===== src/rtl/demux_deser_1to8.sv =====
// demux_deser_1to8: serial-to-parallel 1-to-WIDTH demultiplexer.
// Bits are steered LSB first into an assembly register; finished words
// move to a holding register presented on a valid/ready handshake.
//
// Ports:
//   CLK        rising-edge clock
//   RST_N      asynchronous active-low reset
//   DATA_IN    serial data bit
//   IN_VALID   DATA_IN valid this cycle
//   IN_READY   a bit can be accepted this cycle
//   FLUSH      synchronous abort of the partial/pending word
//   DATA_OUT   completed word (holding register)
//   OUT_VALID  DATA_OUT holds an unconsumed word
//   OUT_READY  consumer takes DATA_OUT this cycle
//   COUNT      word index the next accepted bit is written to
module demux_deser_1to8 #(
    parameter int WIDTH = 8,
    parameter int SEL_W = 3
) (
    input  logic             CLK,
    input  logic             RST_N,
    input  logic             DATA_IN,
    input  logic             IN_VALID,
    output logic             IN_READY,
    input  logic             FLUSH,
    output logic [WIDTH-1:0] DATA_OUT,
    output logic             OUT_VALID,
    input  logic             OUT_READY,
    output logic [SEL_W-1:0] COUNT
);

    logic [WIDTH-1:0] asm_q, asm_d;
    logic [SEL_W-1:0] count_q, count_d;
    logic             pend_q, pend_d;
    logic [WIDTH-1:0] dout_q, dout_d;
    logic             oval_q, oval_d;

    logic accept;
    logic last;
    logic drain;
    logic slot_free;

    // A bit offered during FLUSH is dropped even though IN_READY is high.
    assign accept    = IN_VALID & ~pend_q & ~FLUSH;
    assign last      = accept & (count_q == SEL_W'(WIDTH - 1));
    assign drain     = oval_q & OUT_READY;
    assign slot_free = ~oval_q | OUT_READY;

    always_comb begin
        asm_d   = asm_q;
        count_d = count_q;
        pend_d  = pend_q;
        dout_d  = dout_q;
        oval_d  = oval_q;

        if (accept) begin
            asm_d[count_q] = DATA_IN;
            count_d        = count_q + 1'b1;
        end

        // Drain first; a same-edge completion below may refill the slot.
        if (drain) begin
            if (pend_q) begin
                dout_d = asm_q;
                pend_d = 1'b0;
            end else begin
                oval_d = 1'b0;
            end
        end

        if (last) begin
            if (slot_free) begin
                dout_d = asm_d;
                oval_d = 1'b1;
            end else begin
                pend_d = 1'b1;
            end
        end

        if (FLUSH) begin
            count_d = '0;
            pend_d  = 1'b0;
        end
    end

    always_ff @(posedge CLK or negedge RST_N) begin
        if (!RST_N) begin
            asm_q   <= '0;
            count_q <= '0;
            pend_q  <= 1'b0;
            dout_q  <= '0;
            oval_q  <= 1'b0;
        end else begin
            asm_q   <= asm_d;
            count_q <= count_d;
            pend_q  <= pend_d;
            dout_q  <= dout_d;
            oval_q  <= oval_d;
        end
    end

    // Ready depends on state only, so there is no input-to-ready path.
    assign IN_READY  = ~pend_q;
    assign DATA_OUT  = dout_q;
    assign OUT_VALID = oval_q;
    assign COUNT     = count_q;

endmodule


===== config.mk =====
export PLATFORM = sky130hd
export DESIGN_NAME = demux_deser_1to8
export DESIGN_NICKNAME = d
export VERILOG_FILES = /design/src/rtl/demux_deser_1to8.sv
export SDC_FILE = /design/constraint.sdc
export NUM_CORES = 1
export LEC_CHECK = 0
export ABC_AREA = 0
export CAP_MARGIN = 40
export CORE_MARGIN = 8
export CORE_UTILIZATION = 51
export DETAILED_ROUTE_END_ITERATION = 7
export PLACE_DENSITY = 0.89
export SLEW_MARGIN = 20
export SYNTH_ARGS = -nofsm -noshare
export SYNTH_HDL_FRONTEND = slang
export SYNTH_SLANG_ARGS = --single-unit

===== constraint.sdc =====
create_clock -name CLK -period 2.35 [get_ports CLK]
set_clock_uncertainty 0.15 [all_clocks]
set_input_delay 0.47 -clock CLK [delete_from_list [all_inputs] [get_ports CLK]]
set_output_delay 0.47 -clock CLK [all_outputs]
set_load 0.01 [all_outputs]

After elaboration in Yosys (flattened, before gate mapping)
Index checks and enable logic that the tools add are counted.
- register bits: 21
- bits of input ports: 6
- output and inout port bits: 13
- $add $sub $neg: 1
- $lt $le $gt $ge: 2
- eq/ne operators: 1
- multiplexer cells: 18
- bitwise logic cells: 8
- reduce and logical (&&, ||, !) cells: 2
- operators with widths (operator ; number):
    $mux 8 ; 5
    $mux 1 ; 9
    $bwmux 8 ; 1
    $mux 3 ; 2
    $and 1x1->1 ; 4
    $lt 3x4->1 const B ; 1
    $add 3x1->3 const B ; 1
    $demux 1 s3 ; 1
    $eq 3x3->1 const B ; 1
    $ge 3x1->1 const B ; 1
    $not 1->1 ; 3
    $reduce_bool 2->1 ; 1
    $logic_and 1x1->1 ; 1
    $or 1x1->1 ; 1

Longest topological paths before layout
Gate-level depths: netlist of the first run.
- depth in word-level cells: 8
- depth in mapped cells: 7

Least setup slack after synthesis of the first run
Ideal clock, no wire load.
- path type: register -> register
- from: reg count_q[1], in the netlist COUNT[1]
- to: reg dout_q[0], in the netlist DATA_OUT[0]
- setup time: 0.123 ns
- arrival time: 1.626 ns
- required time: 2.077 ns
- path slack: 0.451 ns
- stages on the path, launching flop included: 8
- buffers on the path: 1
- clock period less this slack: 1.899 ns
- path through: dfrtp_1 > ha_1 > ha_1 > nand4bb_4 > nor2_4 > or2_1 > buf_4 > o221a_1
- word-level cells in the longest chain between the ends: 8
- RTL lines (element ; RTL line ; text):
    start, declared ; 33 ; logic [SEL_W-1:0] count_q, count_d;
    start signal, assigned ; 95 ; count_q <= count_d;
    $lt 3x4->1 (not written as such) / $ge 3x1->1 (equally long branches) ; 57 ; asm_d[count_q] = DATA_IN;
    $logic_and 1x1->1 (not written as such) ; 57 ;
    $mux 1 (not written as such) ; 57 ;
    $demux 1 s3 ; 57 ;
    $bwmux 8 ; 57 ;
    $mux 8 ; 56 ; if (accept) begin
    $mux 8 ; 72 ; if (slot_free) begin
    $mux 8 (*) ; 71 ; if (last) begin
    via dout_d[0] ; 35 ; logic [WIDTH-1:0] dout_q, dout_d;
    end signal, assigned ; 97 ; dout_q <= dout_d;
    end, declared ; 35 ;
Mark *: on every way through the listed nets, which the timed path passes. The rest lies on a longest branch.
A chain may end at the register's enable or synchronous reset.

Worst setup path in the final report of the first run
- from: reg count_q[1], in the netlist COUNT[1]
- to: reg dout_q[6], in the netlist DATA_OUT[6]
The elaborated chain is that of the path after synthesis.

==> impl_metrics.csv, run 1 <==
group,metric,value,unit
timing,hold_viol,0,
final_layout,fill_cells,150,
clock_tree,cts_made_buffers,3,
final_layout,drive_gt1_share,12.9,%
critical_path,critPathMostFrequentCell,"ha_1",
timing,rsz0062_at_grt,"false",
floorplanning,die_w,62.0,um
detailed_routing,post-route-drc-count,0,
placed_design,gp_congestion,0.744,
final_layout,multi_input_area,510,um^2
critical_path,rr_startpoint,"COUNT[1]",
timing,drv_slew,0,
hold_path,hp-class,"input port to async pin",
clock_tree,post_cts_resized,0,
global_route,track_usage,13.5,%
timing,fin_crit_sh,86.9,%
global_route,antenna_found_initial,0,
synth,synth_async_sr_flop_share,100,%
power,finalPower,676,uW
detailed_routing,wirelength,2.24,mm
power,p_leak,0.582,nW
critical_path,timing.rr.end,"DATA_OUT[6]",
detailed_routing,antenna_left,0,
synth,synth_edf_count,0,
timing,setup_violations,0,
critical_path,endpoint_kind,"flip-flop",
clock_tree,holdBufCountCts,0,
clock_tree,h-tree-depth,1,
critical_path,crit_fanout,9,
timing,min_period,2.04,ns
final_layout,diodes,0,
critical_path,cp-start-kind,"flip-flop",
clock_tree,clk_latency,0.31,ns
synth,synth_cells,93,
final_layout,fin_nets,125,
global_route,grt_pass1_wl,3.88,mm
timing,holdWs,0.337,ns
job,drv_cap,0,
global_route,grt_max_degree,22,
floorplanning,initial_core_util,54.5,%
critical_path,worstPathCellList,"ha_1 > ha_1 > nand4bb_4 > nor2_4 > or2_1 > o221a_1",
synth,synth_seq_cells,21,
placed_design,place_area,0.00131,mm^2
floorplanning,die_area,0.00385,mm^2
timing,slew_headroom,72.7,%
floorplanning,core,0.00198,mm^2
detailed_routing,vias_per_cell,5.85,
floorplanning,rows,16,
synth,synth_nets,101,
clock_tree,cts-root-buf,"clkbuf_4",
synth,ys_seq_area_share,48.7,%
critical_path,crit_arrival,2.14,ns
critical_path,rr_worst_depth,6,
clock_tree,clock_path_buffers,2,
detailed_routing,first_pass_iters,5,
critical_path,required,2.45,ns
final_layout,stdcell_area,0.00134,mm^2
placed_design,place_ws,0.0611,ns
timing,fin_tns_setup,0,ns
clock_tree,path_clk_slew,0.11,ns
timing,setup_ws,0.307,ns
synth,synth.distinct_cells,30,
floorplanning,dieHeight,62.0,um
synth,yosysWarnings,0,
final_layout,areaGrowthSynthToFinish,23.8,%
detailed_routing,drtIter0Drc,17,
final_layout,ff_latch_area,526,um^2
power,peakVddDrop,0.000313,V
clock_tree,tritoncts,"built",
detailed_routing,vias,836,
clock_tree,clock_sinks,21,
clock_tree,post_cts_buffers,0,
global_route,grt_pass1_vias,902,
floorplanning,io_pins,19,
timing,max_freq,0.490,GHz
critical_path,critPathSlowestCell,"dfrtp_1",
critical_path,criticalPathCategory,"flip-flop to flip-flop",
synth,synth.avg_cell_area,11.6,um^2
synth,synth.cell_area,0.00108,mm^2
placed_design,dpl.hpwl,1.67,mm
outcome,status,"complete, no violations",
placed_design,portBuffers,18,
power,powerDensity,506,mW/mm^2
synth,synthFlopType,"dfrtp_1",
critical_path,critPathMaxStageDelay,0.48,ns
timing,tightest_slew,0.407,ns
critical_path,ff2ff_setup_slack,0.31,ns
global_route,overflow,0,
detailed_routing,wl_per_cell,15.7,um
[placed cells by master (no fill, tap or decap)]
cell type and n:
ha_1 2, o221a_1 8, nor2b_1 1, nor3_1 1, xnor2_1 1, nor3_2 1, nor2_1 4, o21ai_0 1
and3_1 1, clkdlybuf4s50_1 18, clkbuf_1 1, nand3_1 8, and2b_1 1, nand4bb_4 1, nand2_1 4, inv_1 2
mux2i_1 2, clkbuf_4 3, a221oi_1 1, or2b_1 4, buf_4 7, a21oi_1 8, or2_1 1, nand4_1 2
and3b_2 1, mux2_1 8, nor2_4 1, dfrtp_1 21, nor3b_2 1, nor3b_1 1
[where the power goes]
group          internal (mW)  total [mW]  switching [mW]
clock network         0.0664       0.175           0.108
logic                 0.0489      0.0932          0.0443
registers              0.390       0.408          0.0185
total                  0.505       0.676           0.171
[worst max-delay path, delay by kind of cell, from the launching register on]
kind                       cells  cell delay, ns
DFF                            1            0.48
and+or+nand+nor                3            0.69
AOI/OAI and AO/OA              1            0.26
adders and majority gates      2            0.40
[state kept, by name, summed over array words and instances (netlist names)]
register / count
DATA_OUT: 8
asm_q: 8
COUNT: 3
OUT_VALID: 1
pend_q: 1
[per-layer routing]
| metal | wire, um | vias up | GRT usage, % | part of all wire [%] |
|---|---|---|---|---|
| met4 | 55 | 0 | 8.12 | 2.5 |
| met1 | 963 | 404 | 15.8 | 43 |
| li1 | - | 387 | - | - |
| met2 | 1060 | 37 | 22.4 | 48 |
| met3 | 156 | 8 | 2.47 | 7.0 |
| met5 | 0 | - | 0 | 0 |
[synthesized netlist by cell type (all sizes together), types with 2 or more instances]
master | instances | share of area (%)
dfrtp | 21 | 49
a21oi | 8 | 3.7
mux2 | 8 | 8.3
nand3 | 8 | 3.7
o221a | 8 | 8.3
nor2 | 5 | 2.4
buf | 4 | 2.7
nand2 | 4 | 1.4
or2b | 4 | 2.8
clkbuf | 2 | 0.70
ha | 2 | 2.3
inv | 2 | 0.70
mux2i | 2 | 1.9
nand4 | 2 | 1.2
nor3 | 2 | 1.4
nor3b | 2 | 1.9
[how the worst max path moves through the flow]
stage	start	endpoint	slack, ns
2_1_floorplan	COUNT[1]	DATA_OUT[0]	0.45
3_3_place_gp	FLUSH	DATA_OUT[6]	0.11
3_5_place_dp	FLUSH	DATA_OUT[6]	0.06
4_1_cts	COUNT[1]	DATA_OUT[6]	0.30
5_1_grt	COUNT[1]	DATA_OUT[6]	0.19
6_report	COUNT[1]	DATA_OUT[6]	0.31
[final cells by class]
cell class / count / area share (%)
clock buffers: 4 / 1.97
repair buffers: 25 / 17.4
flip-flops and latches: 21 / 39.3
well taps: 27 / 2.53
inverters: 2 / 0.562
multi-input cells: 64 / 38.2
[through the flow]
| stage | util [%] | instances |
|---|---|---|
| 2_1_floorplan | - | 93 |
| 3_3_place_gp | 66.1 | 139 |
| 3_5_place_dp | 66.1 | 139 |
| 4_1_cts | 67.4 | 143 |
| 5_1_grt | 67.4 | 143 |
| 6_report | 67.4 | 143 |
[cells by family (layout without fill, tap and decap cells)]
group           Yosys count  after routing  synth area share [%]
compound gates           18             18                  13.3
simple gates             33             33                  20.6
buf+inv                   8             31                  4.06
flops                    21             21                  48.7
xor+xnor                  1              1                 0.811
mux                      10             10                  10.2
fa+ha+maj                 2              2                  2.32
Power figures use the tool's default switching activity.
==> run 2: changes to the inputs <==
--- a/config.mk
+++ b/config.mk
@@ -5,7 +5,6 @@
 export SDC_FILE = /design/constraint.sdc
 export NUM_CORES = 1
 export LEC_CHECK = 0
-export ABC_AREA = 0
 export CAP_MARGIN = 40
 export CORE_MARGIN = 8
 export CORE_UTILIZATION = 51
==> results of run 2 <==
No change in the layout: final DEF, timing and power equal those of run 1.
==> run 3: changes to the inputs <==
--- a/config.mk
+++ b/config.mk
@@ -6,11 +6,10 @@
 export NUM_CORES = 1
 export LEC_CHECK = 0
 export CAP_MARGIN = 40
-export CORE_MARGIN = 8
 export CORE_UTILIZATION = 51
 export DETAILED_ROUTE_END_ITERATION = 7
 export PLACE_DENSITY = 0.89
-export SLEW_MARGIN = 20
+export SLEW_MARGIN = 40
 export SYNTH_ARGS = -nofsm -noshare
 export SYNTH_HDL_FRONTEND = slang
 export SYNTH_SLANG_ARGS = --single-unit
==> impl_metrics.csv, run 3 (synthesized netlist as in run 1, its figures left out) <==
group,metric,value,unit
placed_design,portBuffers,18,
timing,rsz0062_at_grt,"false",
detailed_routing,post-route-drc-count,0,
floorplanning,io_pins,19,
global_route,overflow,0,
clock_tree,clock_path_buffers,2,
placed_design,dpl.hpwl,1.57,mm
floorplanning,initial_core_util,54.5,%
final_layout,final_cell_mix,"21 x dfrtp_1, 18 x clkdlybuf4s50_1",
global_route,grt_pass1_wl,3.39,mm
final_layout,drive_gt1_share,12.9,%
detailed_routing,vias_per_cell,5.78,
global_route,track_usage,21.6,%
timing,drv_slew,0,
global_route,antenna_found_initial,0,
critical_path,worstPathCellList,"ha_1 > ha_1 > nand4bb_4 > nor3_2 > or2b_1 > o221a_1",
critical_path,cp-start-kind,"flip-flop",
clock_tree,clock_sinks,21,
final_layout,fill_cells,144,
timing,fin_tns_setup,0,ns
clock_tree,post_cts_resized,0,
detailed_routing,wl_per_cell,14.7,um
clock_tree,cts_made_buffers,3,
critical_path,critPathMaxStageDelay,0.46,ns
clock_tree,path_clk_slew,0.11,ns
power,p_leak,0.582,nW
timing,slew_headroom,71.8,%
power,peakVddDrop,0.000394,V
timing,hold_viol,0,
critical_path,endpoint_kind,"flip-flop",
critical_path,required,2.40,ns
timing,fin_crit_sh,86.2,%
detailed_routing,wirelength,2.10,mm
global_route,grt_pass1_vias,768,
critical_path,crit_fanout,8,
floorplanning,die_area,0.00231,mm^2
detailed_routing,vias,827,
detailed_routing,antenna_left,0,
job,drv_cap,0,
final_layout,final_common_cell,"dfrtp_1",
floorplanning,core,0.00198,mm^2
power,finalPower,671,uW
global_route,grt_max_degree,22,
critical_path,crit_arrival,2.07,ns
clock_tree,cts-root-buf,"clkbuf_4",
final_layout,areaGrowthSynthToFinish,23.8,%
outcome,status,"complete, no violations",
timing,setup_violations,0,
floorplanning,rows,16,
timing,tightest_slew,0.420,ns
clock_tree,tritoncts,"built",
timing,min_period,2.03,ns
clock_tree,clk_latency,0.30,ns
critical_path,cp-startpoint,"COUNT[1]",
clock_tree,holdBufCountCts,0,
detailed_routing,first_pass_iters,5,
timing,max_freq,0.494,GHz
critical_path,rr_startpoint,"COUNT[1]",
critical_path,critPathSlowestCell,"dfrtp_1",
placed_design,gp_congestion,0.767,
final_layout,fin_nets,125,
final_layout,diodes,0,
power,powerDensity,502,mW/mm^2
floorplanning,dieHeight,48.0,um
critical_path,critPathMostFrequentCell,"ha_1",
hold_path,hp-class,"input port to async pin",
detailed_routing,drtIter0Drc,29,
final_layout,finalCoreUtilization,67.4,%
clock_tree,h-tree-depth,1,
critical_path,criticalPathCategory,"flip-flop to flip-flop",
floorplanning,die_w,48.0,um
clock_tree,post_cts_buffers,0,
## run 3: cell counts in the layout (fill, tap and decap cells not counted)
Identical to the previous run, type by type.
## run 3: power by group
part / total, mW / switching (mW) / internal [mW] / leakage, nW
Combinational: 0.0918 / 0.0429 / 0.0490 / 0.281
Clock: 0.172 / 0.106 / 0.0661 / 0.0150
Sequential: 0.407 / 0.0172 / 0.390 / 0.286
## run 3: layer usage
metal | wire [um] | vias up | global-route usage [%]
met5 | 0 | - | 0
met4 | 27 | 0 | 8.33
met3 | 113 | 5 | 4.53
met2 | 1030 | 38 | 35.4
met1 | 931 | 395 | 27.8
li1 | - | 389 | -
## run 3: final timing paths
check / to / slack, ns / cells after the start
max in group asynchronous: asm_q[6] / 1.50 / 2
worst max-delay path: DATA_OUT[5] / 0.32 / 6
worst min register to register: asm_q[5] / 0.36 / 1
min in group CLK: asm_q[5] / 0.36 / 1
worst max register to register: DATA_OUT[5] / 0.32 / 6
worst min-delay path: DATA_OUT[3] / 0.34 / 2
## run 3: cell type report
type                            instances  area, um^2  area share (%)
Sequential cell                        21         526            39.3
Timing Repair Buffer                   25         233            17.4
Tap cell                               27        33.8            2.53
Clock buffer                            4        26.3            1.97
Multi-Input combinational cell         64         510            38.2
Inverter                                2        7.51           0.562
## run 3: through the flow
stage / cells / hold WS, ns / worst slack [ns] / instance area, um^2
after floorplan: 93 / 0.0244 / 0.451 / 1080
after global placement: 139 / 0.332 / 0.104 / 1310
after detailed placement: 139 / 0.333 / 0.00767 / 1310
after CTS: 143 / 0.353 / 0.307 / 1340
after global routing: 143 / 0.361 / 0.217 / 1340
final: 143 / 0.342 / 0.325 / 1340
## run 3: worst max-delay path, delay by kind of cell (launching register included)
kind                     cells  cell delay [ns]
AND/OR/NAND/NOR              3             0.79
AO/OA/AOI/OAI                1             0.12
flip-flops                   1             0.46
adder cells (fa/ha/maj)      2             0.40
==> variant 1 (settings of run 1) <==
Make the reset (`RST_N`) synchronous in one clocked block. Comments in the files are not updated.
--- a/src/rtl/demux_deser_1to8.sv
+++ b/src/rtl/demux_deser_1to8.sv
@@ -84,5 +84,5 @@
     end
 
-    always_ff @(posedge CLK or negedge RST_N) begin
+    always_ff @(posedge CLK) begin
         if (!RST_N) begin
             asm_q   <= '0;
Check against the original RTL: differs if RST_N is asserted again (counterexample within 4 cycles, from zero or initial values and one cycle with RST_N low); with RST_N held inactive, the same outputs for 10 cycles.
==> variant 1 against run 1 <==
Via count rose by 17%. Worst setup slack got worse by 180 ps. Register-to-register slack improved by 80 ps. Routed wire length up 17%. Sequential cell count did not move. Design area shrank 4.4%. Fmax is 8.1% lower. Synthesized area down 3.7%.
Power is not compared: it rests on default switching activity, and its combinational part moved more than twofold at a synthesized area within 25%.
==> variant 1: results (changes against run 1) <==
** Yosys
- Sorting the synthesized cells by how often they occur yields sky130_fd_sc_hd__dfxtp_1 (21), sky130_fd_sc_hd__a21oi_1 (10), sky130_fd_sc_hd__a221oi_1 (8), sky130_fd_sc_hd__a311oi_1 (8), sky130_fd_sc_hd__and4_1 (8).
- Arithmetic-cell share of the synthesized area counting full adders, half adders and majority gates :: 2.41% (+0.089 points)
- The share of synthesized registers carrying an async set or reset is 0% (-100 points).
- Total nets after synthesis :: 117 (+16%)
- The compound-cell area share of the yosys netlist is 24.7% (+11 points).
- The post-synthesis xor/xnor area fraction was 0.842% (+0.031 points).
- Sequential element share of the synthesized area :: 40.4% (-8.2 points)

** Setup path
- The setup slack of the worst register-to-register path was 390 ps (+80 ps).
- The slowest stage of the critical path is the sky130_fd_sc_hd__dfxtp_1 cell.
- Max stage delay on crit path :: 650 ps (+170 ps)
- Critical path capture point :: COUNT[2]
- Critical path class :: reg -> out
- Worst r2r path cells :: 4 (-2)
- Data arrival time at the worst-slack endpoint :: 1600 ps (-540 ps)
- Cell class contributing the biggest share of worst-path delay :: flip-flops
- The startpoint identified for the worst register-to-register timing path is COUNT[2]$_SDFFE_PP0N_.

** Cells and area
- Fraction of final layout cells with drive strength greater than 1 :: 9.45% (-3.5 points)
- Total number of multi-input combinational cells :: 77 (+20%)
- The total of fill cells in the finished design came to 153 (+2.0%).
- Layout buffering overhead excluding clock cells :: 17.0% (-0.37 points)
- The clock tree cell share of total cell area came to 2.06% (+0.091 points).
- Non-clock buffer count :: 23 (-8.0%)
- The share of cell area taken by multi-input logic gates was 44.8% (+6.6 points).

** Power
- Total sequential power :: 0.000361 W

** Placement
- The area of placed instances came to 1250 um^2 (-4.5%).
- The setup slack after placement came to 184 ps (+123 ps).
- Final HPWL from detailed placement :: 1840 um (+9.9%)
- The placed cell count was 150 (+7.9%).
- Gpl congestion :: 0.817 (+9.8%)

** Global route
- The maximum number of pins on one net before global-route repair came to 19 (-14%).
- The overall global routing resource usage was 14.6% (+1.1 points).
- The global-route wire length before repair came to 4220 um (+8.9%).
- The via count of the first global-routing pass is 961 (+6.5%).

** STA
- The final critical-path share of the clock period came to 94.6% (+7.6 points).
- The transition at the pin with the smallest max-transition slack is 538 ps (+131 ps).

** Route
- The via-per-instance ratio was 6.37 (+9.0%).
- Length of the first detailed-routing pass in iterations :: 4 (-1)
- The total routed wirelength is 2610 um (+17%).

** Outcome
- The run finished with clean final reports.

** Min path
- Min-delay worst type :: reg -> reg
## variant 1: through the flow
| stage | utilization, % | power (W) |
|---|---|---|
| 2_1_floorplan | - | 0.000391 |
| 3_3_place_gp | 64.4 | 0.000410 |
| 3_5_place_dp | 64.4 | 0.000412 |
| 4_1_cts | 65.8 | 0.000581 |
| 5_1_grt | 65.8 | 0.000601 |
| 6_report | 65.8 | 0.000578 |
## variant 1: layer usage
layer / routed length (um) / track usage, % / part of all wire (%)
met5: 0 / 0 / 0
met4: 49 / 7.31 / 1.9
met3: 200 / 2.71 / 7.7
met2: 1280 / 25.2 / 49
met1: 1080 / 16.7 / 41
## variant 1: cell families after synthesis
logic type,Yosys count
AOI/OAI and AO/OA,35
xor gates and xnor gates,1
adders and majority gates,2
buffers and inverters,11
DFF,21
muxes,2
and+or+nand+nor,37
==> variant 2 (config.mk and constraints of run 1) <==
Made on the original files. `WIDTH`: 8 -> 10.
--- a/src/rtl/demux_deser_1to8.sv
+++ b/src/rtl/demux_deser_1to8.sv
@@ -15,5 +15,5 @@
 //   COUNT      word index the next accepted bit is written to
 module demux_deser_1to8 #(
-    parameter int WIDTH = 8,
+    parameter int WIDTH = 10,
     parameter int SEL_W = 3
 ) (
Interface: changed (resized DATA_OUT); port bits go from 19 to 21. No check against the original RTL was run, so the function may have changed too.
==> variant 2 against run 1 <==
Design area increased by 2.5%. Routed wire length decreased by 14%. Cell count decreased by 2.1%. Worst setup slack got worse by 20 ps. Fmax decreased by 0.99%. Synthesized area decreased by 0.35%. Sequential cell count increased by 2. Highest routed layer unchanged.
Power is not compared: it rests on default switching activity, and its combinational part moved more than twofold at a synthesized area within 25%.
==> variant 2: results (changes against run 1) <==
** Placement
- The setup slack after placement was 144 ps (+82.9 ps).
- The weighted congestion reported at the end of routability-driven placement came to 0.717 (-3.6%).
- Final HPWL from detailed placement :: 1500 um (-10%)
- The number of input and output port buffers inserted came to 20 (+2).
- Cell Area, Placed :: 1340 um^2 (+2.6%)

** Global route
- The global-route wire length before repair came to 3440 um (-11%).
- The via count of the first global-routing pass was 776 (-14%).
- The routing usage on met1 came to 14.7% (-1.1 points).
- Global Route met2 Usage :: 18.9% (-3.5 points)
- Pin count of the biggest net entering global routing :: 24 (+9.1%)
- GRT met3 Usage :: 3.09% (+0.62 points)
- The overall global routing resource usage is 12.1% (-1.4 points).

** Setup path
- In this run the worst setup path terminates at COUNT[0].
- The arrival time at the worst endpoint was 1440 ps (-700 ps).
- Worst r2r path cells :: 5 (-1)
- The critical path is of the reg -> out type.
- The largest incremental delay on the critical path is 610 ps (+130 ps).
- Tracing the worst setup path back leads to its startpoint at COUNT[0]$_DFFE_PN0P_.
- The worst register-to-register path ends at DATA_OUT[5]$_DFF_PN0_.
- Setup slack, reg-to-reg :: 590 ps (+280 ps)
- Master of the slowest instance on the critical path :: sky130_fd_sc_hd__clkdlybuf4s50_1
- Peak fanout along the critical path :: 9 (unchanged)
- Broken down by cell family, the worst path's largest delay share belongs to buffers and inverters.

** CTS
- The number of buffers inserted during clock tree synthesis came to 3 (unchanged).
- Post-CTS setup buffer count :: 0 (unchanged)
- Skew-Pair Late Insertion Delay :: 310 ps (about the same)

** Yosys
- Complex-gate fraction of the synthesized area :: 5.35% (-8.0 points)
- The mux share of post-synthesis cell area is 19.1% (+8.9 points).
- Cell count after synthesis :: 85 (-8.6%)
- Synth Area in XOR/XNOR :: 1.63% (+0.82 points)
- The arithmetic-cell share of the synthesized area counting full adders, half adders and majority gates was 2.33% (+0.0081 points).
- Sequential element share of the synthesized area :: 53.5% (+4.8 points)
- Yosys cell types :: 25 (-17%)
- Synth area leaders :: sky130_fd_sc_hd__dfrtp_1 (53%), sky130_fd_sc_hd__mux2_4 (11%), sky130_fd_sc_hd__mux2_1 (4.2%)
- Ranked by instance count, the synthesized netlist is headed by sky130_fd_sc_hd__dfrtp_1 (23), sky130_fd_sc_hd__nand2_1 (12), sky130_fd_sc_hd__mux2_4 (8).
- The net count of the mapped netlist was 93 (-7.9%).

** STA
- Fin Hold WS :: 340 ps (+2.78 ps)
- Least-Margin Pin Slew :: 295 ps (-112 ps)
- Final setup slack of the worst path :: 287 ps (-20.5 ps)

** Cells and area
- The final net count is 122 (-2.4%).
- Filler instances :: 134 (-11%)
- The proportion of layout cells with a drive suffix above 1 is 16.8% (+3.9 points).
- Non-filler cells, final :: 140 (-2.1%)

** Route
- Length of the first detailed-routing pass in iterations :: 4 (-1)
- The number of DRC markers in iteration 0 was 7 (-10).
- The count of vias placed by the detailed router came to 712 (-15%).
- Per-cell routed wire length :: 13.8 um (-12%)

** Min path
- Min-delay worst type :: in -> async

** Power
- IR analysis of the VDD net gives a maximum drop of approximately 0.4 mV.
- Cell leakage power :: ~0.69 nW

** Outcome
- Run status :: finished clean
==> variant 2: power breakdown <==
part	switching (W)	leakage [nW]	internal, W
registers	0.0000455	0.301	0.000461
clock network	0.000109	0.0150	0.0000662
logic	0.0000998	0.370	0.000165
==> variant 2: logic make-up (layout without fill, tap and decap cells) <==
group / Yosys count / count (layout)
AND/OR/NAND/NOR: 31 / 31
flip-flops: 23 / 23
multiplexers: 16 / 16
AO/OA/AOI/OAI: 8 / 8
buffers and inverters: 3 / 31
adder cells (fa/ha/maj): 2 / 2
XOR/XNOR: 2 / 2
==> variant 2: area by class of cell <==
class	instances	area (um^2)	share of cell area, %
repair buffers	25	238	17.4
flip-flops and latches	23	576	42.0
well taps	27	33.8	2.47
multi-input cells	59	489	35.7
inverters	2	7.51	0.548
clock buffers	4	26.3	1.92
==> variant 2: routing by layer <==
layer | wire [um] | vias to the layer above
li1 | - | 351
met1 | 919 | 337
met2 | 862 | 19
met3 | 115 | 5
met4 | 39 | 0
met5 | 0 | -
